File: src/rtl/spi_pkg.sv
// Shared types and defaults for the SPI responder.
// Optional build macro: SPI_SLAVE_MISO_TRISTATE_EN (see top).
package spi_pkg;

    localparam int SPI_DATA_WIDTH = 8;
    localparam logic [SPI_DATA_WIDTH-1:0] SPI_IDLE_FILL = 8'h00;
    localparam int SPI_CNT_W = $clog2(SPI_DATA_WIDTH + 1);

    typedef enum logic [1:0] {
        WAIT_IDLE,
        IDLE,
        ACTIVE
    } spi_state_e;

endpackage

File: src/rtl/spi_sync_edge.sv
// Multi-flop synchronizer for one async input
// with single-cycle rise/fall strobes.
module spi_sync_edge #(
    parameter int SYNC_STAGES = 2
) (
    input  logic clk_i,
    input  logic rst_ni,
    input  logic d_i,
    output logic q_o,
    output logic rise_o,
    output logic fall_o
);

    logic [SYNC_STAGES-1:0] sync_q;
    logic                   dly_q;

    // Shift the pin through the chain, keep a delayed copy for edges.
    always_ff @(posedge clk_i or negedge rst_ni) begin
        if (!rst_ni) begin
            sync_q <= '0;
            dly_q  <= 1'b0;
        end else begin
            sync_q <= {sync_q[SYNC_STAGES-2:0], d_i};
            dly_q  <= sync_q[SYNC_STAGES-1];
        end
    end

    assign q_o    = sync_q[SYNC_STAGES-1];
    assign rise_o = q_o & ~dly_q;
    assign fall_o = ~q_o & dly_q;

endmodule

File: src/rtl/spi_slave_rx_tx.sv
// SPI mode-0 responder, MSB first, with one-word tx buffer.
// Define SPI_SLAVE_MISO_TRISTATE_EN to release miso outside a frame.
module spi_slave_rx_tx
    import spi_pkg::*;
#(
    parameter int DATA_WIDTH  = SPI_DATA_WIDTH,
    parameter int SYNC_STAGES = 2,
    parameter logic [DATA_WIDTH-1:0] IDLE_FILL =
        DATA_WIDTH'(SPI_IDLE_FILL)
) (
    input  logic                  in_clock,
    input  logic                  nreset,
    input  logic                  sclk,
    input  logic                  ncs,
    input  logic                  mosi,
    output logic                  miso,
    input  logic [DATA_WIDTH-1:0] tx_data,
    input  logic                  tx_load,
    output logic                  tx_ready,
    output logic [DATA_WIDTH-1:0] rx_data,
    output logic                  rx_valid,
    output logic                  frame_err,
    output logic                  busy
);

    localparam int CntW = $clog2(DATA_WIDTH + 1);
    localparam logic [CntW-1:0] LastBit = CntW'(DATA_WIDTH - 1);

    logic sclk_s, sclk_rise, sclk_fall;
    logic ncs_s, ncs_rise, ncs_fall;
    logic mosi_s;
    logic [SYNC_STAGES-1:0] mosi_sync_q;

    spi_state_e state_q, state_d;
    logic [CntW-1:0] bit_cnt_q, bit_cnt_d, cnt_base;
    logic [DATA_WIDTH-1:0] rx_shift_q, rx_shift_d;
    logic [DATA_WIDTH-1:0] tx_shift_q, tx_shift_d;
    logic [DATA_WIDTH-1:0] rx_data_q, rx_data_d;
    logic [DATA_WIDTH-1:0] buf_q, buf_d, fill;
    logic rx_valid_q, rx_valid_d;
    logic frame_err_q, frame_err_d;
    logic done_q, done_d;
    logic hold_q, hold_d;
    logic buf_full_q, buf_full_d;
    logic consume;

    spi_sync_edge #(.SYNC_STAGES(SYNC_STAGES)) u_sclk_sync (
        .clk_i  (in_clock),
        .rst_ni (nreset),
        .d_i    (sclk),
        .q_o    (sclk_s),
        .rise_o (sclk_rise),
        .fall_o (sclk_fall)
    );

    spi_sync_edge #(.SYNC_STAGES(SYNC_STAGES)) u_ncs_sync (
        .clk_i  (in_clock),
        .rst_ni (nreset),
        .d_i    (ncs),
        .q_o    (ncs_s),
        .rise_o (ncs_rise),
        .fall_o (ncs_fall)
    );

    // Data line needs only the level synchronizer.
    always_ff @(posedge in_clock or negedge nreset) begin
        if (!nreset) begin
            mosi_sync_q <= '0;
        end else begin
            mosi_sync_q <= {mosi_sync_q[SYNC_STAGES-2:0], mosi};
        end
    end

    assign mosi_s = mosi_sync_q[SYNC_STAGES-1];
    assign fill   = buf_full_q ? buf_q : IDLE_FILL;

    // Next-state logic for the frame FSM, shifters and tx buffer.
    always_comb begin
        state_d     = state_q;
        bit_cnt_d   = bit_cnt_q;
        rx_shift_d  = rx_shift_q;
        tx_shift_d  = tx_shift_q;
        rx_data_d   = rx_data_q;
        rx_valid_d  = 1'b0;
        frame_err_d = 1'b0;
        done_d      = 1'b0;
        hold_d      = hold_q;
        buf_d       = buf_q;
        buf_full_d  = buf_full_q;
        consume     = 1'b0;
        cnt_base    = done_q ? '0 : bit_cnt_q;

        unique case (state_q)
            WAIT_IDLE: begin
                if (ncs_s) begin
                    state_d = IDLE;
                end
            end
            IDLE: begin
                if (ncs_fall) begin
                    state_d    = ACTIVE;
                    consume    = 1'b1;
                    tx_shift_d = fill;
                    bit_cnt_d  = '0;
                    hold_d     = 1'b0;
                end
            end
            ACTIVE: begin
                if (done_q) begin
                    rx_data_d  = rx_shift_q;
                    rx_valid_d = 1'b1;
                    bit_cnt_d  = '0;
                end
                if (ncs_rise) begin
                    state_d   = IDLE;
                    bit_cnt_d = '0;
                    hold_d    = 1'b0;
                    if (bit_cnt_q != '0 && !done_q) begin
                        frame_err_d = 1'b1;
                    end
                end else begin
                    if (done_q) begin
                        // The byte's closing fall may still be due;
                        // it must not shift the freshly loaded word.
                        consume    = 1'b1;
                        tx_shift_d = fill;
                        hold_d     = sclk_s;
                    end else if (sclk_fall) begin
                        if (hold_q) begin
                            hold_d = 1'b0;
                        end else begin
                            tx_shift_d = {tx_shift_q[DATA_WIDTH-2:0],
                                          1'b0};
                        end
                    end
                    if (sclk_rise) begin
                        rx_shift_d = {rx_shift_q[DATA_WIDTH-2:0],
                                      mosi_s};
                        bit_cnt_d  = cnt_base + CntW'(1);
                        done_d     = (cnt_base == LastBit);
                    end
                end
            end
            default: begin
                state_d = WAIT_IDLE;
            end
        endcase

        if (consume && buf_full_q) begin
            buf_full_d = 1'b0;
        end else if (tx_load && !buf_full_q) begin
            buf_d      = tx_data;
            buf_full_d = 1'b1;
        end
    end

    // State and datapath registers.
    always_ff @(posedge in_clock or negedge nreset) begin
        if (!nreset) begin
            state_q     <= WAIT_IDLE;
            bit_cnt_q   <= '0;
            rx_shift_q  <= '0;
            tx_shift_q  <= '0;
            rx_data_q   <= '0;
            rx_valid_q  <= 1'b0;
            frame_err_q <= 1'b0;
            done_q      <= 1'b0;
            hold_q      <= 1'b0;
            buf_q       <= '0;
            buf_full_q  <= 1'b0;
        end else begin
            state_q     <= state_d;
            bit_cnt_q   <= bit_cnt_d;
            rx_shift_q  <= rx_shift_d;
            tx_shift_q  <= tx_shift_d;
            rx_data_q   <= rx_data_d;
            rx_valid_q  <= rx_valid_d;
            frame_err_q <= frame_err_d;
            done_q      <= done_d;
            hold_q      <= hold_d;
            buf_q       <= buf_d;
            buf_full_q  <= buf_full_d;
        end
    end

    assign rx_data   = rx_data_q;
    assign rx_valid  = rx_valid_q;
    assign frame_err = frame_err_q;
    assign busy      = (state_q == ACTIVE);
    assign tx_ready  = ~buf_full_q;

`ifdef SPI_SLAVE_MISO_TRISTATE_EN
    assign miso = (state_q == ACTIVE && !ncs_s) ?
                  tx_shift_q[DATA_WIDTH-1] : 1'bz;
`else
    assign miso = (state_q == ACTIVE) ?
                  tx_shift_q[DATA_WIDTH-1] : 1'b0;
`endif

endmodule

File: config.mk
export PLATFORM = sky130hd
export DESIGN_NAME = spi_slave_rx_tx
export DESIGN_NICKNAME = d
export VERILOG_FILES = /design/src/rtl/spi_pkg.sv /design/src/rtl/spi_sync_edge.sv /design/src/rtl/spi_slave_rx_tx.sv
export SDC_FILE = /design/constraint.sdc
export NUM_CORES = 1
export LEC_CHECK = 0
export BUFFER_PORTS_ARGS = -buffer_cell sky130_fd_sc_hd__buf_4
export CELL_PAD_IN_SITES_DETAIL_PLACEMENT = 1
export CELL_PAD_IN_SITES_GLOBAL_PLACEMENT = 2
export CORE_ASPECT_RATIO = 1.2
export CORE_MARGIN = 2
export CORE_UTILIZATION = 39
export CTS_CLUSTER_DIAMETER = 30
export DETAILED_ROUTE_END_ITERATION = 7
export PLACE_DENSITY_LB_ADDON = 0.15
export SYNTH_ARGS = -nofsm -noshare
export SYNTH_HDL_FRONTEND = slang
export SYNTH_SLANG_ARGS = --single-unit
File: constraint.sdc
create_clock -name in_clock -period 2.3 [get_ports in_clock]
set_input_delay 0.345 -clock in_clock [delete_from_list [all_inputs] [get_ports in_clock]]
set_output_delay 0.345 -clock in_clock [all_outputs]
set_load 0.005 [all_outputs]
## After elaboration in Yosys (flattened, before gate mapping)

Index checks and enable logic that the tools add are counted.

| storage, ports and cells | value |
|---|---|
| bits in registers | 51 |
| input bits | 14 |

| cells by class | value |
|---|---|
| add/subtract/negate cells | 1 |
| eq/ne operators | 10 |
| multiplexer cells | 35 |
| bitwise logic cells | 11 |
| reductions and logical operators | 16 |

Operator list:

| operator | count |
|---|---|
| 2-to-1 mux 8 bit | 6 |
| 2-to-1 mux 1 bit | 17 |
| 2-to-1 mux 4 bit | 4 |
| case mux 8 bit (2 select lines) | 1 |
| AND reduction 3 bit | 3 |
| case mux 4 bit (2 select lines) | 1 |
| NOT 1 bit | 7 |
| 2-to-1 mux 2 bit | 3 |
| case mux 2 bit (3 select lines) | 1 |
| AND reduction 2 bit | 3 |
| AND reduction 5 bit | 1 |
| adder 4 x 1 -> 4 bit, second input constant | 1 |
| AND 1 bit | 4 |
| == test 4 x 3 -> 1 bit, second input constant | 1 |
| inequality test 2 x 1 -> 1 bit, second input constant | 2 |
| inequality test 2 bit, second input constant | 2 |
| inequality test 4 x 1 -> 1 bit, second input constant | 1 |
| case mux 1 bit (2 select lines) | 2 |
| nonzero test 2 bit | 2 |
| nonzero test 4 bit | 1 |
| logical AND 1 bit | 3 |
| inequality test 3 x 1 -> 1 bit, second input constant | 1 |
| inequality test 3 bit, second input constant | 1 |
| == test 2 x 1 -> 1 bit, second input constant | 1 |
| other kinds (3) | 4 |

## Logic depth before layout (Yosys ltp)

| depth | value |
|---|---|
| depth after elaboration | 7 |
| gate-level depth with buffers | 8 |

## Modules after synthesis

Synthesis repeated with hierarchy kept, for this count alone.

| second synthesis, totals | value |
|---|---|
| cell total of the unflattened synthesis | 173 |
| area, all modules | 2247.2 µm² |

Modules (own cells, without submodules):

| module | times used | cells each | area an instance (µm²) | seq. area each (µm²) |
|---|---|---|---|---|
| spi_slave_rx_tx | 1 | 163 | 2067.0 | 1126.1 |
| spi_sync_edge | 2 | 5 | 90.1 | 75.1 |

## Least setup slack after synthesis

Ideal clock, no wire load.

| timing | value |
|---|---|
| path kind | register to register |
| start | register state_q[0] |
| end | register tx_shift_q[1] |
| setup time | 0.125 ns |
| data arrival time | 1.566 ns |
| path slack | 0.609 ns |
| stages on the path, launching flop included | 8 |
| buffers on the path | 1 |
| clock period less this slack | 1.691 ns |
| cells stage by stage | dfrtp_1 inv_1 ha_1 buf_6 nor2b_1 o21ai_2 o211ai_4 mux2_4 |

| between the ends | value |
|---|---|
| word-level cells in the longest chain between the ends | 3 |

Ends and longest elaborated chain:

| what | line | RTL |
|---|---|---|
| start, declared | spi_slave_rx_tx.sv:34 | `spi_state_e state_q, state_d;` |
| start signal, assigned | spi_slave_rx_tx.sv:172 | `state_q <= state_d;` |
| == test 2 bit * | n/a |  |
| via busy | spi_slave_rx_tx.sv:23 | `output logic busy` |
| inequality test 3 bit (no line), or another cell as far along | n/a |  |
| AND reduction 5 bit (no line) | n/a |  |
| end signal, assigned | spi_slave_rx_tx.sv:175 | `tx_shift_q <= tx_shift_d;` |
| end, declared | spi_slave_rx_tx.sv:37 | `logic [DATA_WIDTH-1:0] tx_shift_q, tx_shift_d;` |

The timed path passes the listed nets; every way through them passes the cells marked *.
A chain may end at the register's enable or synchronous reset.

## Final worst setup path

| timing | value |
|---|---|
| start | register state_q[0] |
| end | register rx_shift_q[2] |

| between the ends | value |
|---|---|
| word-level cells in the longest chain between the ends | 2 |

Ends and longest elaborated chain:

| what | line | RTL |
|---|---|---|
| == test 2 bit | spi_slave_rx_tx.sv:93 | `unique case (state_q)` |
| AND reduction 3 bit (no line) | n/a |  |
| end signal, assigned | spi_slave_rx_tx.sv:174 | `rx_shift_q <= rx_shift_d;` |
| end, declared | spi_slave_rx_tx.sv:36 | `logic [DATA_WIDTH-1:0] rx_shift_q, rx_shift_d;` |

No other way between the ends.

==> reports/results.ini <==
[outcome]
status = completed

[timing]
tightest_slew_ns = 0.687
setup_violations = 0
final.setup_skew_ns = 0.00532
finalMaxSlewViolations = 0
holdWs_ns = 0.0496
period_share_pct = 84.0
finalSetupTns_ns = 0
hold_viol_final = 0
fin_crit_ns = 1.93
slew_headroom_pct = 54.1
rsz0062_at_grt = false
max_freq_mhz = 517

[pwr]
clock_power_share_pct = 19.5
peakVddDrop_mv = 0.460
swShare_pct = 32.8
power_mw = 2.64
power_frac_seq_pct = 45.9
power_switching_mw = 0.867
combPwrFrac_pct = 34.6
p_leak_nw = 1.29
power_density_nw_per_um2 = 1020
intPower_mw = 1.78

[finish]
fin_area_um2 = 2590
area_growth_syn_to_layout_pct = 14.6
stdcell_count = 271
diodes = 0
drive_gt1_share_pct = 34.8
final.fill_count = 601
fin_nets = 224

[run]
max_cap_violations = 0

[placed_design]
post_dp_cell_area_um2 = 2500
io_buffers = 26
place_congestion = 0.757
hpwlAfterDp_um = 3380
dp_cells = 263

[grt]
grtUsageTotal_pct = 15.8
grt.overflow.total = 0
grt_pass1_wl_um = 7770
grt_max_degree = 52
grt_pass1_vias = 1625
antenna_found_initial = 0

[clocking]
cts_max_level = 2
cts_tree = done
clock_path_buffers = 2
root_buffer = clkbuf_8
cts-buffers-inserted = 5
post_cts_resized = 0
worstSkewPairLatency_ns = 0.30
ctsHoldBuffers = 0
cts_num_sinks = 51
cts.reportedPaths.clkPinSlew_ns = 0.09
cts_setup_buffers = 0

[floorplan]
die-area_um2 = 6430
row_count = 30
die_w_um = 73.5
core-area_um2 = 5630
io_pins = 27
die_y_um = 87.4
initial_core_util_pct = 40.2

[critical_path]
crit_fanout = 11
crit_required_ns = 2.49
timing.rr.end = rx_shift_q[2]
rrSetupSlack_ns = 0.37
end_kind = flop
cp-start-kind = flop
crit_family = simple AND/OR/NAND/NOR gates
timing.rr.start = state_q[0]
critical_path_class = reg2reg
slowest_delay_ns = 0.58
path_cells = inv_1 > ha_1 > and3_1 > mux2_4
critical-path-slowest-cell = and3_1
arrival_ns = 2.12
r2r_cells = 4
path_buf_inv = 1

[routing]
wl_per_cell_um = 16.8
initialDrtViolationCount = 47
routed_wl_um = 4550
vias = 1437
antenna_left = 0
m1WireLength_um = 1990
drc = 0
met3_length_um = 121
dr.pass1.iters = 4
dr.max_layer_used = met4
viasPerCell = 5.30
met2_length_um = 2370

[yosys]
ys_ff_latch = 51
synth-compound-area-share_pct = 7.08
synth-simple-area-share_pct = 11.8
synth_top_family_by_area = multiplexers
yosysSeqAreaShare_pct = 56.4
synth-xor-area-share_pct = 0.774
syn-num-nets = 196
synth-async-reset-ratio_pct = 100
ys_types = 37
postSynthCellCount = 178
netlist_area_um2 = 2260
synth_area_per_cell_um2 = 12.7
yosys_warnings = 0
synth_top_flop_cell = dfrtp_1
synth_fa_ha_area_share_pct = 2.71
synth_mux_area_share_pct = 17.9
synth-edff-count = 0

[worst_hold_path]
hp-class = in2async

==> cell families (layout without fill, tap and decap cells) <==
family                     count (synthesis)  after routing
muxes                                     31             31
adders and majority gates                  5              5
AOI/OAI and AO/OA                         20             20
and+or+nand+nor                           54             54
buffers and inverters                     15             44
xor gates and xnor gates                   2              2
DFF                                       51             51
==> stage by stage <==
step	util, %	setup slack, ns
2_1_floorplan	-	0.609
3_3_place_gp	44.5	0.445
3_5_place_dp	44.5	0.354
4_1_cts	46.0	0.338
5_1_grt	46.0	0.207
6_report	46.0	0.367
==> placed cells by master, fill, tap and decap left out, types with 2 or more instances in the layout <==
| cell | netlist | routed |
|---|---|---|
| dfrtp_1 | 51 | 51 |
| buf_4 | 0 | 27 |
| nand2_1 | 20 | 20 |
| mux2_2 | 16 | 16 |
| mux2_4 | 15 | 15 |
| nor2b_1 | 10 | 10 |
| nand3_1 | 9 | 9 |
| inv_1 | 8 | 8 |
| o21ai_0 | 5 | 5 |
| clkbuf_8 | 0 | 5 |
| a32o_1 | 4 | 4 |
| nor2_1 | 4 | 4 |
| ha_1 | 4 | 4 |
| and3_1 | 2 | 2 |
| nor3_1 | 2 | 2 |
| a21oi_1 | 2 | 2 |
| xnor2_1 | 2 | 2 |
| clkinv_2 | 0 | 2 |
==> metal layers <==
layer / GRT usage (%) / vias up
met5: 0 / -
met3: 3.59 / 7
met4: 4.96 / 0
met2: 26.7 / 19
met1: 20.0 / 745
li1: - / 666
==> layout make-up <==
| type | count | area (um2) | share of cell area (%) |
|---|---|---|---|
| flip-flops and latches | 51 | 1280 | 49.2 |
| multi-input cells | 112 | 912 | 35.2 |
| repair buffers | 27 | 203 | 7.82 |
| well taps | 64 | 80.1 | 3.09 |
| clock buffers | 5 | 68.8 | 2.65 |
| inverters | 9 | 33.8 | 1.30 |
| clock inverters | 3 | 18.8 | 0.724 |
==> how the worst max path moves through the flow <==
stage	cells past startpoint	start	slack, ns	endpoint
2_1_floorplan	7	state_q[0]	0.61	tx_shift_q[1]
4_1_cts	4	state_q[0]	0.34	rx_shift_q[2]
5_1_grt	4	state_q[0]	0.21	rx_shift_q[2]
3_3_place_gp	4	state_q[0]	0.45	rx_shift_q[4]
3_5_place_dp	4	state_q[0]	0.35	rx_shift_q[2]
6_report	4	state_q[0]	0.37	rx_shift_q[2]
==> flip-flops by register name, indices dropped and copies added, names as in the netlist, 2 cells and up <==
name	cells
u_sclk_sync.sync_q	2
tx_shift_q	8
bit_cnt_q	4
buf_q	8
state_q	2
rx_data	8
mosi_sync_q	2
rx_shift_q	8
u_ncs_sync.sync_q	2
==> power by group through the flow <==
stage | clock network, mW | registers [mW] | logic, mW
after CTS | 0.546 | 1.21 | 0.940
after detailed placement | 0 | 1.23 | 0.940
after floorplan | 0 | 1.17 | 0.748
after global placement | 0 | 1.22 | 0.895
final | 0.516 | 1.21 | 0.916
after global routing | 0.575 | 1.24 | 1.01
==> synth_stat cells, drive strengths merged (2+ instances only) <==
library cell	count	area (um2)
nor3	2	10.0
mux2	31	405
nor2	5	21.3
a32o	4	40.0
nand2	20	75.1
nor2b	10	62.6
xnor2	2	17.5
inv	9	33.8
o21ai	7	38.8
and3	2	12.5
a21oi	2	10.0
clkbuf	3	12.5
buf	3	27.5
dfrtp	51	1280
nand3	9	45.0
ha	4	50.1
Note: power is estimated with default switching activity, not from simulation.
